[src/rtl/dyser_config_loader_pkg.sv]
// Shared definitions for the dyser configuration loader: word geometry
// and FSM state encodings used by the loader and its shadow store.
package dyser_config_loader_pkg;

   localparam int CFG_WORD_W    = 21;
   localparam int CFG_NUM_WORDS = 17;
   localparam int CFG_CNT_W     = 5;

   typedef enum logic [1:0] {
      CFG_IDLE  = 2'd0,
      CFG_LOAD  = 2'd1,
      CFG_APPLY = 2'd2
   } cfg_state_t;

   // True when a counter of cnt_w bits can index every word of a configuration.
   function automatic bit cnt_width_ok(input int cnt_w, input int num_words);
      return (1 << cnt_w) >= num_words;
   endfunction

endpackage

[src/rtl/dyser_cfg_shadow.sv]
// Shadow store for an in-flight configuration: one indexed word write per
// cycle, asynchronous active-low reset, whole array presented flat.
module dyser_cfg_shadow
   import dyser_config_loader_pkg::*;
#(
   parameter int WORD_W    = CFG_WORD_W,
   parameter int NUM_WORDS = CFG_NUM_WORDS,
   parameter int CNT_W     = CFG_CNT_W
) (
   input  logic                        clk,
   input  logic                        rst,
   input  logic                        wr_en,
   input  logic [CNT_W-1:0]            wr_idx,
   input  logic [WORD_W-1:0]           wr_data,
   output logic [NUM_WORDS*WORD_W-1:0] shadow_flat
);

   // Write the addressed word; indices at or beyond NUM_WORDS are ignored.
   always_ff @(posedge clk or negedge rst) begin
      if (!rst) begin
         // NOTE: this array is built from flops, not RAM, so it is reset and its contents are defined from the first cycle.
         shadow_flat <= '0;
      end else if (wr_en) begin
         for (int i = 0; i < NUM_WORDS; i++) begin
            if (wr_idx == CNT_W'(i)) begin
               shadow_flat[i*WORD_W +: WORD_W] <= wr_data;
            end
         end
      end
   end

endmodule

[src/rtl/dyser_config_loader.sv]
// Fabric-side receiver of the dyser configuration stream. Words are
// collected into a shadow store and, once a full set has arrived, copied
// atomically into the active configuration that steers switch/FU muxes.
// Optional feature: define DYSER_CFG_READBACK_EN to add a combinational
// read port (cfg_rd_idx/cfg_rd_data) onto the applied configuration.
module dyser_config_loader
   import dyser_config_loader_pkg::*;
#(
   parameter int WORD_W    = CFG_WORD_W,
   parameter int NUM_WORDS = CFG_NUM_WORDS,
   parameter int CNT_W     = CFG_CNT_W
) (
   input  logic                        clk,
   input  logic                        rst,
   input  logic [WORD_W-1:0]           config_bits,
   input  logic                        config_en,
   input  logic                        commit,
   output logic [NUM_WORDS*WORD_W-1:0] cfg_active,
   output logic                        cfg_valid,
   output logic                        cfg_busy,
   output logic                        cfg_ready,
   output logic                        cfg_flush,
   output logic                        cfg_err
`ifdef DYSER_CFG_READBACK_EN
   ,
   input  logic [CNT_W-1:0]            cfg_rd_idx,
   output logic [WORD_W-1:0]           cfg_rd_data
`endif
);

   cfg_state_t                  state;
   logic [CNT_W-1:0]            cnt;
   logic [NUM_WORDS*WORD_W-1:0] shadow_flat;
   logic                        last_word;
   logic                        shadow_wr;

   assign last_word = (cnt == CNT_W'(NUM_WORDS - 1));

   // A word lands in the shadow when idle (starting a load) or mid-load
   // without an abort; commit wins over a same-cycle word.
   assign shadow_wr = config_en &&
                      ((state == CFG_IDLE) || ((state == CFG_LOAD) && !commit));

   dyser_cfg_shadow #(
      .WORD_W    (WORD_W),
      .NUM_WORDS (NUM_WORDS),
      .CNT_W     (CNT_W)
   ) u_shadow (
      .clk         (clk),
      .rst         (rst),
      .wr_en       (shadow_wr),
      .wr_idx      (cnt),
      .wr_data     (config_bits),
      .shadow_flat (shadow_flat)
   );

   // Load FSM, word counter, sticky error and the active configuration register.
   always_ff @(posedge clk or negedge rst) begin
      if (!rst) begin
         state      <= CFG_IDLE;
         cnt        <= '0;
         cfg_active <= '0;
         cfg_valid  <= 1'b0;
         cfg_busy   <= 1'b0;
         cfg_ready  <= 1'b1;
         cfg_flush  <= 1'b0;
         cfg_err    <= 1'b0;
      end else begin
         // NOTE: every flop here uses <= so all decisions see pre-edge values, and the outputs are registered alongside the state they describe.
         cfg_flush <= 1'b0;
         case (state)
            CFG_IDLE: begin
               if (config_en) begin
                  cnt      <= CNT_W'(1);
                  state    <= CFG_LOAD;
                  cfg_busy <= 1'b1;
               end
            end
            CFG_LOAD: begin
               if (commit) begin
                  cnt      <= '0;
                  state    <= CFG_IDLE;
                  cfg_busy <= 1'b0;
               end else if (config_en) begin
                  if (last_word) begin
                     cnt       <= '0;
                     state     <= CFG_APPLY;
                     cfg_ready <= 1'b0;
                  end else begin
                     cnt <= cnt + CNT_W'(1);
                  end
               end
            end
            CFG_APPLY: begin
               cfg_active <= shadow_flat;
               cfg_valid  <= 1'b1;
               cfg_flush  <= 1'b1;
               state      <= CFG_IDLE;
               cfg_busy   <= 1'b0;
               cfg_ready  <= 1'b1;
               if (config_en) begin
                  cfg_err <= 1'b1;
               end
            end
            default: begin
               state     <= CFG_IDLE;
               cnt       <= '0;
               cfg_busy  <= 1'b0;
               cfg_ready <= 1'b1;
            end
         endcase
      end
   end

`ifdef DYSER_CFG_READBACK_EN
   // Combinational read of one applied word; out-of-range indices read as zero.
   always_comb begin
      // NOTE: the default assignment first keeps this block free of inferred latches.
      cfg_rd_data = '0;
      for (int i = 0; i < NUM_WORDS; i++) begin
         if (cfg_rd_idx == CNT_W'(i)) begin
            cfg_rd_data = cfg_active[i*WORD_W +: WORD_W];
         end
      end
   end
`endif

endmodule

[config.mk]
export PLATFORM = sky130hd
export DESIGN_NAME = dyser_config_loader
export DESIGN_NICKNAME = d
export VERILOG_FILES = /design/src/rtl/dyser_config_loader_pkg.sv /design/src/rtl/dyser_cfg_shadow.sv /design/src/rtl/dyser_config_loader.sv
export SDC_FILE = /design/constraint.sdc
export NUM_CORES = 1
export LEC_CHECK = 0
export CAP_MARGIN = 20
export CELL_PAD_IN_SITES_DETAIL_PLACEMENT = 1
export CELL_PAD_IN_SITES_GLOBAL_PLACEMENT = 1
export CORE_MARGIN = 4
export CORE_UTILIZATION = 37
export CTS_CLUSTER_DIAMETER = 150
export DETAILED_ROUTE_END_ITERATION = 10
export HOLD_SLACK_MARGIN = 0.1
export MAX_ROUTING_LAYER = met4
export PLACE_DENSITY = 0.76
export RECOVER_POWER = 50
export SYNTH_ARGS = -nofsm -noshare
export SYNTH_HDL_FRONTEND = slang
export SYNTH_HIERARCHICAL = 1
export SYNTH_SLANG_ARGS = --single-unit
[constraint.sdc]
create_clock -name clk -period 2.8 [get_ports clk]
set_clock_uncertainty 0.1 [all_clocks]
set_input_delay 0.42 -clock clk [delete_from_list [all_inputs] [get_ports clk]]
set_output_delay 0.42 -clock clk [all_outputs]
set_load 0.05 [all_outputs]
==> run summary <==
Outcome -> finished with violations
Failing checks -> capacitance limit, slew limit
Detail Route Antenna Nets -> 0
Worst setup path category -> flip-flop to flip-flop
Final Max Tran Viols -> 29
Mapped Nets -> 1639
Cells along the critical path -> buf_4, nor2b_4, clkbuf_2, buf_12, mux2_4
CTS tree -> built
Yosys cell types -> 42
Non-Filler Instances -> 3156
Htree depth -> 3
Top_reg_cell synth -> dfrtp_1
Initial DRC count -> 779
Pin count of the biggest net entering global routing -> 81
Met2 usage -> 32.5%
Clock Latency Late Sink -> 0.60 ns
DRT Wirelength -> 79.3 mm
Post-synthesis cell type with the largest combined area -> dfrtp_1
VDD IR max -> 0.465 mV
Area grow syn2layout -> 25.8%
Mux cell area share after synthesis -> 32.3%
I/O pins -> 387
Port bufs -> 386
Synth Instances -> 1612
WL per Instance -> 25.1 um
Top achievable clock speed -> 390 MHz
Antenna violations before repair -> 13
Worst EP required -> 3.17 ns
Period utilization -> 91.5%
Initial Utilization -> 37.5%
Final Hold Viols -> 0
Met1 Use GR -> 25.8%
Share of cells above drive strength 1 -> 37.0%
Final setup fails -> 0
Detailed Place HPWL -> 52.3 mm
Logic pwr share -> 6.2%
Max_cap viols -> 1
Area contributors post-synth -> dfrtp_1, mux2_4, mux2_2
Internal power -> 18.0 mW
Worst path buffer plus inverter count -> 3
Clk buf depth -> 3
Top post-synthesis cells by count -> dfrtp_1, mux2_2, mux2_4
GR Overflow Total -> 0
Sequential cell area -> 0.0182 mm^2
Hold WS -> 0.243 ns
Total GRT Usage -> 20.0%
Crit path DAT -> 2.93 ns
Power Density -> 648 mW/mm^2
Crit. Startpoint -> state[1]
DRC viols -> 0
Post-Synth Adder-Cell Area -> 0.0874%
Fin nets -> 2096
Num CTS Buffers -> 80
Ys async rst share -> 100%
Switching share of power -> 23.0%
Simple-Gate Fraction of Synth Area -> 1.18%
Layout Utilization -> 47.2%
#FFs+latches synth -> 726
Post-synthesis sequential area ratio -> 63.5%
Post-CTS Setup Repair Bufs -> 0
Worst setup EP type -> flip-flop
First-pass DRT Iterations -> 4
Reg2reg start -> state[1]
Synth Area in Compound Gates -> 0.332%
Post_cts resized -> 0
Met3 usage -> 4.41%
Via count -> 15400
Worst hold path type -> input port to async pin
Placed cells -> 3016
Mapped Area -> 0.0286 mm^2
Cell Rows -> 101
Slew @ Worst Pin -> 1.51 ns
CTS root buf -> clkbuf_16
Sink Count -> 726
Top-count cell post-synth -> dfrtp_1
Core box area -> 0.0763 mm^2
Avg Inst Size Synth -> 17.8 um^2
Vias in the first global route -> 18100
Final Power -> 23.3 mW
Clk slew on worst S/H paths -> 0.06 ns
Critical path's largest stage delay -> 0.61 ns
Clock network fraction of design power -> 43.6%
Psw -> 5.37 mW
Post-synth EDFFs -> 0
Area occupied by multi-input gates -> 0.00929 mm^2
Max-slew headroom -> -0.865%
Die X -> 286 um
Period minus WS final -> 2.56 ns
Largest family of logic cells by synthesized area -> multiplexers
First-pass GRT wire length -> 121 mm
Die height -> 286 um
RSZ-0062 raised after global routing -> false
Final setup margin -> 0.238 ns
Global route hottest layer -> met2
FILL cells -> 7405
Syn. warnings -> 6
Setup crit start kind -> flip-flop
Top cell family by delay on the critical path -> buffers and inverters
GP Congestion -> 0.758
Die footprint -> 0.0819 mm^2
Slowest cell on the critical path -> clkbuf_2
Top cell type's share of synthesized area -> 63.4%
Crit-path max FO -> 77
Leak -> 17.4 nW
Pre-CTS worst setup slack -> -0.0922 ns
Sequential fraction of design power -> 50.1%
Avg Vias per Cell -> 4.89
Post-Synth XOR/XNOR Area -> 0%
-- routing by layer --
layer	share of wire [%]	up-vias
met4	2.0	0
met2	49	401
met3	6.6	93
met5	0	-
li1	-	6588
met1	42	8338
-- registers in the layout, summed over array words and instances (netlist names) --
name / count
cfg_active: 357
cnt: 5
cfg_busy: 1
cfg_ready: 1
cfg_flush: 1
cfg_valid: 1
cfg_err: 1
state: 2
u_shadow/shadow_flat: 357
-- worst paths after layout --
check	endpoint	slack, ns	depth (start not counted)
worst max-delay path	cfg_active[111]	0.24	5
worst min-delay path	u_shadow/shadow_flat[242]	0.24	2
worst max register to register	cfg_active[111]	0.24	5
worst min register to register	cfg_valid	0.37	1
max in group asynchronous	cfg_active[90]	0.41	4
min in group clk	cfg_valid	0.37	1
-- stage by stage --
stage          cell area [um^2]  setup TNS [ns]
2_1_floorplan             28600               0
5_1_grt                   36000               0
4_1_cts                   36600               0
6_report                  36000               0
3_5_place_dp              34100           -5.00
3_3_place_gp              34100               0
-- repair_timing --
action / CTS / global route
hold endpoints to repair: 42 / 0
hold buffers: 1 / 0
setup endpoints to repair: 0 / 0
-- logic make-up after synthesis --
kind of cell               count (synthesis)
adders and majority gates                  2
muxes                                    714
and+or+nand+nor                           52
AOI/OAI and AO/OA                         15
DFF                                      726
buffers and inverters                    103
-- cell usage in the layout, fill, tap and decap left out, types with 2 or more instances in the layout --
cell type and count:
clkinv_2 9, clkbuf_2 12, mux2_1 129, mux2_2 379, mux2_4 206, a21oi_1 4
clkbuf_4 5, clkdlybuf4s50_1 384, and3_1 3, dfrtp_1 725, diode_2 4, nand2_1 13
nor3b_4 2, nor2b_1 3, bufinv_16 3, nand2b_1 3, nand4_1 4, o21ai_0 2
buf_4 31, nor2b_4 2, clkbuf_16 81, clkbuf_1 31, inv_6 5, nand3_1 3
ha_1 2, nor2_1 6, buf_12 22, inv_1 6, clkbuf_8 16, o22ai_1 3
clkinvlp_4 4
-- cell type report --
class / instances / area share (%)
repair buffers: 472 / 13.1
clock buffers: 114 / 6.42
flip-flops and latches: 726 / 50.5
clock inverters: 21 / 0.580
multi-input cells: 783 / 25.8
diodes: 4 / 0.0278
well taps: 1030 / 3.58
inverters: 6 / 0.0625
-- power groups by stage --
stage,combinational [mW],sequential [mW],clock [mW]
2_1_floorplan,0.826,11.7,0
3_3_place_gp,1.43,11.8,0
3_5_place_dp,1.52,11.9,0
4_1_cts,1.54,11.7,10.5
5_1_grt,1.60,11.8,11.0
6_report,1.46,11.7,10.2
(Power assumes the default switching activity.)
==> edit, RTL diff (config.mk and constraints unchanged) <==
The package constant `CFG_WORD_W` goes from 21 to 29.
--- a/src/rtl/dyser_config_loader_pkg.sv
+++ b/src/rtl/dyser_config_loader_pkg.sv
@@ -2,7 +2,7 @@
 // and FSM state encodings used by the loader and its shadow store.
 package dyser_config_loader_pkg;
 
-   localparam int CFG_WORD_W    = 21;
+   localparam int CFG_WORD_W    = 29;
    localparam int CFG_NUM_WORDS = 17;
    localparam int CFG_CNT_W     = 5;
 
Interface: changed (resized cfg_active and config_bits); port bits go from 387 to 531. The function was not compared with the original's and may differ.
==> edit against the unedited design <==
- the flow still finishes with violations (max-capacitance violations, max-slew violations)
- sequential power increased by 38%
- synthesized area increased by 31%
- wire length increased by 33%
- power increased by 39%
- sequential cell count increased by 272
- global-route usage increased by 0.30 points
- critical path depth unchanged
- final area increased by 34%
- maximum frequency decreased by 1.7%
- first-iteration DRC count increased by 1.2%
- setup slack got worse by 44 ps
==> edit: results (changes against the unedited design) <==
Yosys cell types 38 (-9.5%); first drt pass iteration count 6 (+2); largest buffer count on any clock path 3 (unchanged); initial antenna violation count 3 (-10); first-pass GRT wire length 159.4 mm (+32%); Worst R2R Path Depth 5 (unchanged); vias in the first global route 24.26k (+34%); most frequent cells after synthesis 997 x dfrtp_1, 931 x mux2_2, 48 x buf_4; clk root buf clkbuf_16; Seq/Total Area, Yosys 0.6679 (+0.03298); worst-path cell with the longest stage delay buf_6; outcome complete, but fails checks; worst skew pair latency 670 ps (+70 ps); IO buf count 530 (+37%); dpl cell area 0.04486 mm^2 (+31%); post-layout net count 2843 (+36%); Peak VDD IR 0.4839 mV (+4.0%); largest registers cfg_active (493), u_shadow/shadow_flat (493), cnt (5); HPWL Detailed 70.67 mm (+35%); fillers 9508 (+28%); layout cells sized above 1 0.4218 (+0.05141); cts bufs inserted 103 (+29%); Layout Cells excl Fill 4196 (+33%); Worst slew margin -0.07195 (-0.06329); largest net degree at the start of global routing 94 (+16%); Final GP Congestion 0.7841 (+3.5%); worst-path fanout max 58 (-25%); FFs w/ async S/R, synth 1.000 (unchanged); Synth Area in Compound Gates 0.002978 (-0.0003451); R2R Path Start state[1]$_DFFE_PN0P_; min-delay worst type input pin to async pin; Max Cap Violations 1 (unchanged); yosys warns 6 (unchanged); top cells by area, synth dfrtp_1 67%, mux2_2 28%, mux2_1 1.4%, buf_4 0.96%, buf_2 0.63%; Via density 4.979 (+1.9%); placed cell count 4000 (+33%); WP data arrival 3050 ps (+120 ps); adder-cell share of the synthesized area 0.0006692 (-0.0002053); fin. max-slew vios 16 (-45%); hold_ws 216.3 ps (-26.40 ps); final setup margin 193.6 ps (-44.15 ps); Post-Place Worst Slack 53.95 ps (+146.2 ps); drt initial violations 788 (+1.2%); drt total wl 105.7 mm (+33%); Reg2Reg Capture Point cfg_active[350]$_DFFE_PN0P_; Tot GR Track Use 0.2034 (+0.003022); leakage 23.37 nW (+34%); post-synthesis cell count 2195 (+36%); violated checks max-capacitance violations, max-slew violations; mux cell area share after synthesis 0.2979 (-0.02462); max incr delay on CP 490 ps (-120 ps)
-- edit: cell count changes in the layout (fill, tap and decap cells not counted), moves of 25 or more --
cell,before,now
clkdlybuf4s50_1,384,526
mux2_4,206,10
mux2_2,379,931
mux2_1,129,45
dfrtp_1,725,997
clkbuf_16,81,106
-- edit: repair_timing --
item / CTS / global route
hold endpoints to repair: 72 / 0
hold buffers: 1 / 0
resized for setup: 0 / 0
-- edit: worst max-delay path by stage --
stage	from	to	depth (start not counted)
2_1_floorplan	state[1]$_DFFE_PN0P_	u_shadow/shadow_flat[105]$_DFFE_PN0P_	8
3_3_place_gp	config_en	u_shadow/shadow_flat[100]$_DFFE_PN0P_	8
3_5_place_dp	config_en	u_shadow/shadow_flat[102]$_DFFE_PN0P_	8
4_1_cts	cfg_ready$_DFFE_PN1P_	cfg_ready	1
5_1_grt	state[1]$_DFFE_PN0P_	cfg_active[350]$_DFFE_PN0P_	5
6_report	state[1]$_DFFE_PN0P_	cfg_active[350]$_DFFE_PN0P_	5
-- edit: per-layer routing --
layer	vias to the layer above	track usage	share of wire	wire length, um
met5	-	-	0	0
met4	0	0.05856	0.025	2631
met3	159	0.03718	0.040	4267
met2	461	0.3551	0.53	55660
met1	11300	0.2414	0.41	43120
li1	8974	-	-	-
-- edit: power by group --
part           switching, mW  internal, mW  total (mW)
sequential             0.594          15.5        16.1
clock                   5.81          8.52        14.3
combinational          0.984         0.986        1.97
total                   7.39          25.0        32.4
-- edit: final cells by class --
class,instances,area [um^2],area share
antenna,1,2.502,0.00005190
inverter,4,15.01,0.0003114
multi-input combinational,1056,11630,0.2413
clock inverter,45,633.1,0.01313
sequential,998,24980,0.5180
timing repair buffer,645,6367,0.1321
clock buffer,149,2964,0.06148
tap,1298,1624,0.03368
